===== src/rtl/ws2812_strip_driver.sv =====
// WS2812/SK6812 strip driver: streams NUM_LEDS pixels MSB-first from a valid/ready source,
// then holds the line low for the latch gap and pulses Done.
module ws2812_strip_driver #(
  parameter int unsigned F_CLK     = 12_000_000,
  parameter int unsigned NUM_LEDS  = 8,
  parameter int unsigned BITWIDTH  = 24,
  parameter int unsigned T0H_NS    = 350,
  parameter int unsigned T0L_NS    = 800,
  parameter int unsigned T1H_NS    = 700,
  parameter int unsigned T1L_NS    = 600,
  parameter int unsigned TRESET_US = 60
) (
  input  logic                Clk,
  input  logic                Reset,
  input  logic                Start,
  input  logic [BITWIDTH-1:0] PixelData,
  input  logic                PixelValid,
  output logic                PixelReady,
  output logic                Ws2812Out,
  output logic                Busy,
  output logic                Done,
  output logic                Underrun
);

  function automatic int unsigned cycles_of(input int unsigned t, input int unsigned div);
    logic [63:0] c;
    c = 64'(t) * 64'(F_CLK) / 64'(div);
    return (c == 64'd0) ? 32'd1 : 32'(c);
  endfunction

  localparam int unsigned C0H  = cycles_of(T0H_NS, 1_000_000_000);
  localparam int unsigned C0L  = cycles_of(T0L_NS, 1_000_000_000);
  localparam int unsigned C1H  = cycles_of(T1H_NS, 1_000_000_000);
  localparam int unsigned C1L  = cycles_of(T1L_NS, 1_000_000_000);
  localparam int unsigned CRST = cycles_of(TRESET_US, 1_000_000);

  localparam int unsigned CBIT   = (C0H + C0L > C1H + C1L) ? C0H + C0L : C1H + C1L;
  localparam int unsigned CMAX   = (CRST > CBIT) ? CRST : CBIT;
  localparam int unsigned CW_RAW = $clog2(CMAX + 1);
  localparam int unsigned CW     = (CW_RAW < 16) ? 16 : CW_RAW;
  localparam int unsigned BW     = $clog2(BITWIDTH + 1);
  localparam int unsigned PW     = $clog2(NUM_LEDS + 1);

  // Counters load with length-1 and count down to zero.
  localparam logic [CW-1:0] K0H  = CW'(C0H - 1);
  localparam logic [CW-1:0] K0L  = CW'(C0L - 1);
  localparam logic [CW-1:0] K1H  = CW'(C1H - 1);
  localparam logic [CW-1:0] K1L  = CW'(C1L - 1);
  localparam logic [CW-1:0] KRST = CW'(CRST - 1);
  localparam logic [PW-1:0] NPIX = PW'(NUM_LEDS);

  typedef enum logic [2:0] {
    StIdle, StWaitFirst, StHigh, StLow, StLatch, StDone
  } state_e;

  state_e              state_q, state_d;
  logic [CW-1:0]       cnt_q, cnt_d;
  logic [BW-1:0]       bit_q, bit_d;
  logic [BITWIDTH-1:0] shift_q, shift_d;
  logic [BITWIDTH-1:0] buf_q, buf_d;
  logic                buf_full_q, buf_full_d;
  logic [PW-1:0]       acc_q, acc_d;
  logic [PW-1:0]       sent_q, sent_d;
  logic                line_q, line_d;
  logic                busy_q, busy_d;
  logic                done_q, done_d;
  logic                underrun_q, underrun_d;
  logic                load;
  logic                xfer;

  // Ready is also held low in StDone so a late pixel cannot be swallowed after an underrun.
  assign PixelReady = busy_q && !buf_full_q && (acc_q < NPIX) &&
                      (state_q != StLatch) && (state_q != StDone);
  assign xfer       = PixelValid && PixelReady;
  assign Ws2812Out  = line_q;
  assign Busy       = busy_q;
  assign Done       = done_q;
  assign Underrun   = underrun_q;

  always_comb begin
    state_d    = state_q;
    cnt_d      = cnt_q;
    bit_d      = bit_q;
    shift_d    = shift_q;
    buf_d      = buf_q;
    acc_d      = acc_q;
    sent_d     = sent_q;
    line_d     = line_q;
    busy_d     = busy_q;
    done_d     = 1'b0;
    underrun_d = underrun_q;
    load       = 1'b0;

    unique case (state_q)
      StIdle: begin
        line_d = 1'b0;
        if (Start) begin
          state_d    = StWaitFirst;
          busy_d     = 1'b1;
          underrun_d = 1'b0;
          acc_d      = '0;
          sent_d     = '0;
        end
      end
      StWaitFirst: begin
        if (buf_full_q) begin
          load    = 1'b1;
          state_d = StHigh;
          line_d  = 1'b1;
          cnt_d   = buf_q[BITWIDTH-1] ? K1H : K0H;
        end
      end
      StHigh: begin
        if (cnt_q == '0) begin
          state_d = StLow;
          line_d  = 1'b0;
          cnt_d   = shift_q[BITWIDTH-1] ? K1L : K0L;
        end else begin
          cnt_d = cnt_q - CW'(1);
        end
      end
      StLow: begin
        if (cnt_q != '0) begin
          cnt_d = cnt_q - CW'(1);
        end else if (bit_q != '0) begin
          shift_d = shift_q << 1;
          bit_d   = bit_q - BW'(1);
          state_d = StHigh;
          line_d  = 1'b1;
          cnt_d   = shift_q[BITWIDTH-2] ? K1H : K0H;
        end else if (sent_q == NPIX) begin
          state_d = StLatch;
          cnt_d   = KRST;
        end else if (buf_full_q) begin
          load    = 1'b1;
          state_d = StHigh;
          line_d  = 1'b1;
          cnt_d   = buf_q[BITWIDTH-1] ? K1H : K0H;
        end else begin
          underrun_d = 1'b1;
          state_d    = StLatch;
          cnt_d      = KRST;
        end
      end
      StLatch: begin
        if (cnt_q == '0) begin
          state_d = StDone;
          done_d  = 1'b1;
        end else begin
          cnt_d = cnt_q - CW'(1);
        end
      end
      StDone: begin
        state_d = StIdle;
        busy_d  = 1'b0;
      end
      default: state_d = StIdle;
    endcase

    if (load) begin
      shift_d = buf_q;
      bit_d   = BW'(BITWIDTH - 1);
      sent_d  = sent_q + PW'(1);
    end
    // Buffer drains on load and refills on transfer; both in one cycle leaves it full.
    buf_full_d = (buf_full_q && !load) || xfer;
    if (xfer) begin
      buf_d = PixelData;
      acc_d = acc_q + PW'(1);
    end
  end

  always_ff @(posedge Clk) begin
    if (Reset) begin
      state_q    <= StIdle;
      cnt_q      <= '0;
      bit_q      <= '0;
      shift_q    <= '0;
      buf_q      <= '0;
      buf_full_q <= 1'b0;
      acc_q      <= '0;
      sent_q     <= '0;
      line_q     <= 1'b0;
      busy_q     <= 1'b0;
      done_q     <= 1'b0;
      underrun_q <= 1'b0;
    end else begin
      state_q    <= state_d;
      cnt_q      <= cnt_d;
      bit_q      <= bit_d;
      shift_q    <= shift_d;
      buf_q      <= buf_d;
      buf_full_q <= buf_full_d;
      acc_q      <= acc_d;
      sent_q     <= sent_d;
      line_q     <= line_d;
      busy_q     <= busy_d;
      done_q     <= done_d;
      underrun_q <= underrun_d;
    end
  end

endmodule

===== config.mk =====
export PLATFORM = sky130hd
export DESIGN_NAME = ws2812_strip_driver
export DESIGN_NICKNAME = d
export VERILOG_FILES = /design/src/rtl/ws2812_strip_driver.sv
export SDC_FILE = /design/constraint.sdc
export NUM_CORES = 1
export LEC_CHECK = 0
export CAP_MARGIN = 15
export CORE_MARGIN = 3
export CORE_UTILIZATION = 30
export DETAILED_ROUTE_END_ITERATION = 6
export PLACE_DENSITY = 0.53
export SYNTH_ARGS = -nofsm -noshare
export SYNTH_HDL_FRONTEND = slang
export SYNTH_SLANG_ARGS = --single-unit

===== constraint.sdc =====
create_clock -name Clk -period 7.1 [get_ports Clk]
set_clock_uncertainty 0.1 [all_clocks]
set_input_delay 1.42 -clock Clk [delete_from_list [all_inputs] [get_ports Clk]]
set_output_delay 1.42 -clock Clk [all_outputs]
set_load 0.1 [all_outputs]

==> impl_summary.log, run 1 <==
INFO  metric boundaryPins = 33
INFO  metric path_class = flop to primary output
INFO  metric post_cts_resize_count = 0
INFO  metric synth_enable_flop_cells = 0
INFO  metric final-seq-area = 1700 um2
INFO  metric rsz0062_at_grt = no
INFO  metric yosysWarnings = 0
INFO  metric cts_tree = done
INFO  metric port_bufs = 32
INFO  metric cts_htree_levels = 3
INFO  metric end_kind = primary output
INFO  metric timing.max_cap.violations = 0
INFO  metric num_antenna_cells = 0
INFO  metric run_status = finished clean
INFO  metric globalRouteTotalUtil = 13.3%
INFO  metric num_rows = 41
INFO  metric ys_ff_latch = 85
INFO  metric die-area = 14600 um2
INFO  metric share_comb_of_total_power = 19.6%
INFO  metric setup-violations-final = 0
INFO  metric synth_area_leader_cell = sky130_fd_sc_hd__dfxtp_1
INFO  metric detailroute.via_count = 3538
INFO  metric grt_first_pass_wirelength = 15800 um
INFO  metric chipHeight = 121 um
INFO  metric hpwl = 5940 um
INFO  metric post-synth-top-count-cell = sky130_fd_sc_hd__dfxtp_1
INFO  metric route.detailed.drc = 0
INFO  metric synth.lib_cells_used.distinct = 58
INFO  metric drt-wirelength-per-cell = 13.6 um
INFO  metric clkTransAtPathRegs = 0.06 ns
INFO  metric grt_antenna_before_repair = 0
INFO  metric die-width = 121 um
INFO  metric worst_slew_pin_slew = around 1.0 ns
INFO  metric tritoncts.num_buffers = 9
INFO  metric max_slew_margin = 30.2%
INFO  metric timing.final.max_slew_violations = 0
INFO  metric route.antenna.remaining_nets = 0
INFO  metric sequentialPowerShare = approximately 41%
INFO  metric detail_route.first_pass.iterations = 4
INFO  metric postSynthNetCount = 532
INFO  metric fin_area = roughly 4700 um2
INFO  metric setup-tns-final = 0 ns
INFO  metric finalHoldViolCount = 0
INFO  metric layout-drive-gt1-share = 6.80%
INFO  metric synth_seq_area_share = 43.1%
INFO  metric cts.sinks = 85
INFO  metric synthTopCellsByArea = sky130_fd_sc_hd__dfxtp_1 (43%), sky130_fd_sc_hd__a21oi_1 (10%), sky130_fd_sc_hd__nand2_1 (7.7%)
INFO  metric vdd_ir_drop_max = 0.183 mV
INFO  metric worst-endpoint-arrival = 2.55 ns
INFO  metric synth.cell_area = 3940 um2
INFO  metric yosys_most_used_dff = sky130_fd_sc_hd__dfxtp_1
INFO  metric clk_root_buffer_cell = sky130_fd_sc_hd__clkbuf_16
INFO  metric max_stage_delay = 1.14 ns
INFO  metric insertion_delay_to_the_later_sink_of_the_worst_skew_pair = 0.34 ns
INFO  metric netlist_instances = about 500
INFO  metric cts_hold_buffers = 0
INFO  metric multi_input_gate_area = 2050 um2
INFO  metric synthArstFlopShare = 0%
INFO  metric grt_start_max_net_pins = 81
INFO  metric routed_wl = 9330 um
INFO  metric hold_path.class = flop to flop
INFO  metric placedInstanceArea = 4350 um2
INFO  metric ctsLongestPathBuffers = 2
INFO  metric drt-vias-per-instance = just over 5
INFO  metric power_switching_share = roughly 30%
INFO  metric first_global_vias = 3236
INFO  metric crit_path_start_kind = flop
INFO  metric fin_worst_hold_slack = 0.355 ns
INFO  metric area_delta_synth_final = 18.3%
INFO  metric netlist.area_leader.share = 43.1%
INFO  metric timing.final.crit_share = 57.4%
INFO  metric power.internal = 0.000890 W
INFO  metric timing.fmax = 0.245 GHz
INFO  metric clock_power_share = slightly below 40%
INFO  metric largest_fanout_on_the_critical_path = 17
INFO  metric fin_nets = 545
INFO  metric synth_area_per_cell = 7.94 um2
INFO  metric netlist_top_cells_count = sky130_fd_sc_hd__dfxtp_1 (85), sky130_fd_sc_hd__a21oi_1 (81), sky130_fd_sc_hd__nand2_1 (81)
INFO  metric post-cts-setup-buffers = 0
INFO  metric cp_cell_sequence = nand2b_1, and3_1, clkdlybuf4s50_1
INFO  metric switching_power = roughly 0.00038 W
INFO  metric start_util = 31.0%
INFO  metric power_per_cell_area = about 270 nW/um2
INFO  metric grt_remaining_overflow = 0
INFO  metric floorplan.core_area = 12700 um2
INFO  metric fill_cells = roughly 1400
INFO  metric initialDrtViolationCount = between 200 and 250
INFO  metric final.min_clock_period = 4.07 ns
INFO  metric routabilityCongestion = 0.839
INFO  metric critPathRequiredTime = 5.58 ns
INFO  metric leakagePower = between 1.5 and 2 nW
INFO  metric slowest_stage = sky130_fd_sc_hd__clkdlybuf4s50_1
INFO  metric design_power_total = 0.00127 W
[path summary, 6_finish.rpt]
check | to | startpoint | depth (start not counted) | slack, ns
worst max-delay path | PixelReady | state_q[1] | 3 | 3.03
worst min-delay path | buf_q[14] | buf_q[14] | 2 | 0.36
worst max register to register | sent_q[2] | cnt_q[0] | 7 | 3.90
worst min register to register | buf_q[14] | buf_q[14] | 2 | 0.36
[power by group through the flow]
stage / combinational [W] / sequential (W) / clock, W
after floorplan: 0.000185 / 0.000534 / 0
after global placement: 0.000246 / 0.000536 / 0
after detailed placement: 0.000249 / 0.000536 / 0
after CTS: 0.000250 / 0.000526 / 0.000513
after global routing: 0.000279 / 0.000530 / 0.000533
final: 0.000249 / 0.000526 / 0.000496
[cell families after synthesis]
family          count (synthesis)  synth area share, %
flops                          85                 43.1
buf+inv                        44                 4.98
fa+ha+maj                       7                 2.22
mux                             1                0.254
simple gates                  206                 25.7
compound gates                149                 22.6
xor+xnor                        5                 1.11
[routing by layer]
layer  share of wire (%)  global-route usage [%]  vias up
met5                   0                       0        -
met4                0.41                    3.19        0
met3                 4.9                    3.98        2
met2                  46                    21.1       69
met1                  49                    17.7     1655
li1                    -                       -     1812
[sequential cells by signal, summed over array words and instances, names as in the netlist]
signal and count:
Underrun 1, cnt_q 16, buf_q 24, acc_q 4
state_q 3, buf_full_q 1, Busy 1, Ws2812Out 1
shift_q 24, sent_q 4, bit_q 5, Done 1
[worst max-delay path, delay by kind of cell (launching register included)]
kind | cells | cell delay, ns
buffers and inverters | 1 | 1.14
DFF | 1 | 0.62
and+or+nand+nor | 2 | 0.46
[metrics by stage]
stage / util [%] / std cells / worst slack (ns)
2_1_floorplan: - / 497 / 3.67
3_3_place_gp: 34.2 / 671 / 3.45
3_5_place_dp: 34.2 / 671 / 3.41
4_1_cts: 36.7 / 687 / 3.03
5_1_grt: 36.7 / 687 / 2.89
6_report: 36.7 / 687 / 3.03
[layout by cell type, fill, tap and decap left out, drive strengths merged, types with 2 or more instances in the layout]
cell type / netlist / routed
nand2b: 5 / 5
nor4b: 2 / 2
nor2: 49 / 49
nand4: 5 / 5
nand3: 13 / 13
o21ai: 14 / 14
inv: 10 / 13
a21oi: 82 / 82
or4: 8 / 8
a211oi: 29 / 29
or3b: 2 / 2
and4: 2 / 2
xor2: 3 / 3
o31ai: 6 / 6
buf: 10 / 5
nor4: 8 / 8
ha: 7 / 7
or4b: 3 / 3
or3: 7 / 7
dfxtp: 85 / 85
nor3: 12 / 12
a21o: 2 / 2
clkbuf: 24 / 11
a311oi: 2 / 2
nand2: 81 / 81
clkdlybuf4s50: 0 / 31
xnor2: 2 / 2
a31oi: 2 / 2
o41ai: 3 / 3
nand3b: 3 / 3
o22ai: 2 / 2
[layout make-up]
| class | instances | share of cell area [%] |
|---|---|---|
| inverter | 10 | 0.804 |
| clock inverter | 5 | 1.39 |
| clock buffer | 11 | 5.42 |
| multi-input combinational | 368 | 43.9 |
| sequential | 85 | 36.5 |
| tap | 172 | 4.61 |
| timing repair buffer | 36 | 7.40 |
Power figures use the tool's default switching activity.
==> run 2: changes to the inputs <==
PLACE_DENSITY = 0.54   (was 0.53)
clock period = 3.3 ns   (was 7.1 ns; I/O delays follow)
==> impl_summary.log, run 2 (same netlist as run 1, synthesis figures left out) <==
INFO  metric run_status = finished clean
INFO  metric setup-violations-final = 0
INFO  metric cts.sinks = 85
INFO  metric worst_r2r_path_depth = 8
INFO  metric routed_wl = between 9000 and 10000 um
INFO  metric post_cts_resize_count = 0
INFO  metric worst_hold_startpoint = buf_q[15]
INFO  metric timing.fmax = 0.385 GHz
INFO  metric worstReg2RegStart = cnt_q[0]
INFO  metric worst_r2r_endpoint = shift_q[11]
INFO  metric holdPathEnd = buf_q[15]
INFO  metric worst_slew_pin_slew = 0.716 ns
INFO  metric drt-vias-per-instance = between 5 and 6
INFO  metric largest_fanout_on_the_critical_path = 25
INFO  metric clkTransAtPathRegs = 0.06 ns
INFO  metric final-seq-area = 1700 um2
INFO  metric hold_path.class = flop to flop
INFO  metric timing.final.max_slew_violations = 0
INFO  metric num_antenna_cells = 0
INFO  metric grt_remaining_overflow = 0
INFO  metric route.antenna.remaining_nets = 0
INFO  metric tritoncts.num_buffers = 9
INFO  metric crit_path_start_kind = flop
INFO  metric setup-tns-final = 0 ns
INFO  metric cp_cell_sequence = inv_1, ha_1, nor4b_1, nand4_2, nor3_2, buf_4, a21oi_1, a211oi_1
INFO  metric num_rows = between 40 and 50
INFO  metric grt_antenna_before_repair = 0
INFO  metric port_bufs = 32
INFO  metric vdd_ir_drop_max = 0.240 mV
INFO  metric fin_nets = 553
INFO  metric timing.final.crit_share = 78.7%
INFO  metric mostFrequentLayoutCell = sky130_fd_sc_hd__dfxtp_1
INFO  metric end_kind = flop
INFO  metric regToRegSetupSlack = around 0.70 ns
INFO  metric grt_start_max_net_pins = 40
INFO  metric initialDrtViolationCount = 191
INFO  metric routabilityCongestion = just under 0.8
INFO  metric die-area = around 15000 um2
INFO  metric post-cts-setup-buffers = 0
INFO  metric path_class = flop to flop
INFO  metric globalRouteTotalUtil = between 10% and 20%
INFO  metric cts_htree_levels = 3
INFO  metric rsz0062_at_grt = no
INFO  metric placedInstanceArea = 4400 um2
INFO  metric timing.max_cap.violations = 0
INFO  metric insertion_delay_to_the_later_sink_of_the_worst_skew_pair = ~0.34 ns
INFO  metric worst-endpoint-arrival = 2.75 ns
INFO  metric layout-drive-gt1-share = between 8 and 9%
INFO  metric cts_hold_buffers = 0
INFO  metric power_per_cell_area = 587 nW/um2
INFO  metric final_cell_mix = sky130_fd_sc_hd__dfxtp_1 (85), sky130_fd_sc_hd__nand2_1 (81), sky130_fd_sc_hd__a21oi_1 (80)
INFO  metric ctsLongestPathBuffers = 2
INFO  metric fin_area = 4710 um2
INFO  metric max_slew_margin = 51.9%
INFO  metric finalHoldViolCount = 0
INFO  metric detail_route.first_pass.iterations = 4
INFO  metric start_util = 31.0%
INFO  metric leakagePower = 1.65 nW
INFO  metric drt-wirelength-per-cell = 13.8 um
INFO  metric largestRegisters = buf_q: 24 flops, shift_q: 24 flops, cnt_q: 16 flops
INFO  metric slowest_stage = sky130_fd_sc_hd__nor4b_1
INFO  metric fill_cells = 1366
INFO  metric critPathRequiredTime = 3.45 ns
INFO  metric max_stage_delay = 0.46 ns
INFO  metric chipHeight = between 100 and 150 um
INFO  metric cts_tree = done
INFO  metric first_global_vias = between 3000 and 4000
INFO  metric clk_root_buffer_cell = sky130_fd_sc_hd__clkbuf_16
INFO  metric floorplan.core_area = 12700 um2
INFO  metric multi_input_gate_area = 2050 um2
INFO  metric hpwl = 6530 um
INFO  metric die-width = 121 um
INFO  metric fin_worst_hold_slack = 0.356 ns
INFO  metric final.min_clock_period = about 2.6 ns
INFO  metric detailroute.via_count = 3600
INFO  metric grt_first_pass_wirelength = 15800 um
INFO  metric route.detailed.drc = 0
INFO  metric boundaryPins = 33
INFO  metric area_delta_synth_final = 19.4%
INFO  metric hold_path_depth = 2
[run 2: cell types whose count changed in the layout (fill, tap and decap cells not counted)]
cell | before | now
sky130_fd_sc_hd__buf_4 | 4 | 17
sky130_fd_sc_hd__clkdlybuf4s50_1 | 31 | 26
sky130_fd_sc_hd__clkbuf_8 | 2 | 0
sky130_fd_sc_hd__inv_6 | 3 | 1
sky130_fd_sc_hd__bufinv_16 | 1 | 2
sky130_fd_sc_hd__clkinv_4 | 1 | 2
[run 2: layer usage]
metal / vias up / GRT usage [%] / wire, um
li1: 1818 / - / -
met1: 1721 / 16.3 / 4490
met2: 51 / 23.0 / 4670
met3: 10 / 3.84 / 306
met4: 0 / 4.18 / 117
met5: - / 0 / 0
[run 2: metrics by stage]
stage / cells / setup WS [ns] / util [%] / total power [W]
finish: 693 / 0.702 / 37.0 / 0.00276
global route: 693 / 0.461 / 37.0 / 0.00289
CTS: 693 / 0.705 / 37.0 / 0.00279
detailed placement: 679 / 0.727 / 34.6 / 0.00171
global placement: 679 / 0.788 / 34.6 / 0.00170
floorplan: 497 / 0.634 / - / 0.00155
[run 2: final cells by class]
type,instances,area share [%]
Sequential cell,85,36.1
Tap cell,172,4.57
Clock inverter,5,1.83
Inverter,10,0.797
Clock buffer,9,4.78
Multi-Input combinational cell,368,43.5
Timing Repair Buffer,44,8.34
[run 2: how the worst max path moves through the flow]
stage,slack [ns],end,depth (start not counted),start
6_report,0.70,shift_q[11],8,cnt_q[0]
4_1_cts,0.70,sent_q[3],8,cnt_q[0]
2_1_floorplan,0.63,PixelReady,1,Busy
3_3_place_gp,0.79,sent_q[3],8,cnt_q[0]
5_1_grt,0.46,shift_q[11],8,cnt_q[0]
3_5_place_dp,0.73,shift_q[4],8,cnt_q[0]
[run 2: worst max-delay path, delay by kind of cell, from the launching register on]
kind | cells | cell delay [ns]
DFF | 1 | 0.35
buffers and inverters | 2 | 0.41
and+or+nand+nor | 3 | 1.09
AOI/OAI and AO/OA | 2 | 0.40
adders and majority gates | 1 | 0.14
[run 2: power breakdown]
part	internal, W	switching, W
clock network	0.000659	0.000414
registers	0.00108	0.0000535
logic	0.000212	0.000342
total	0.00195	0.000809
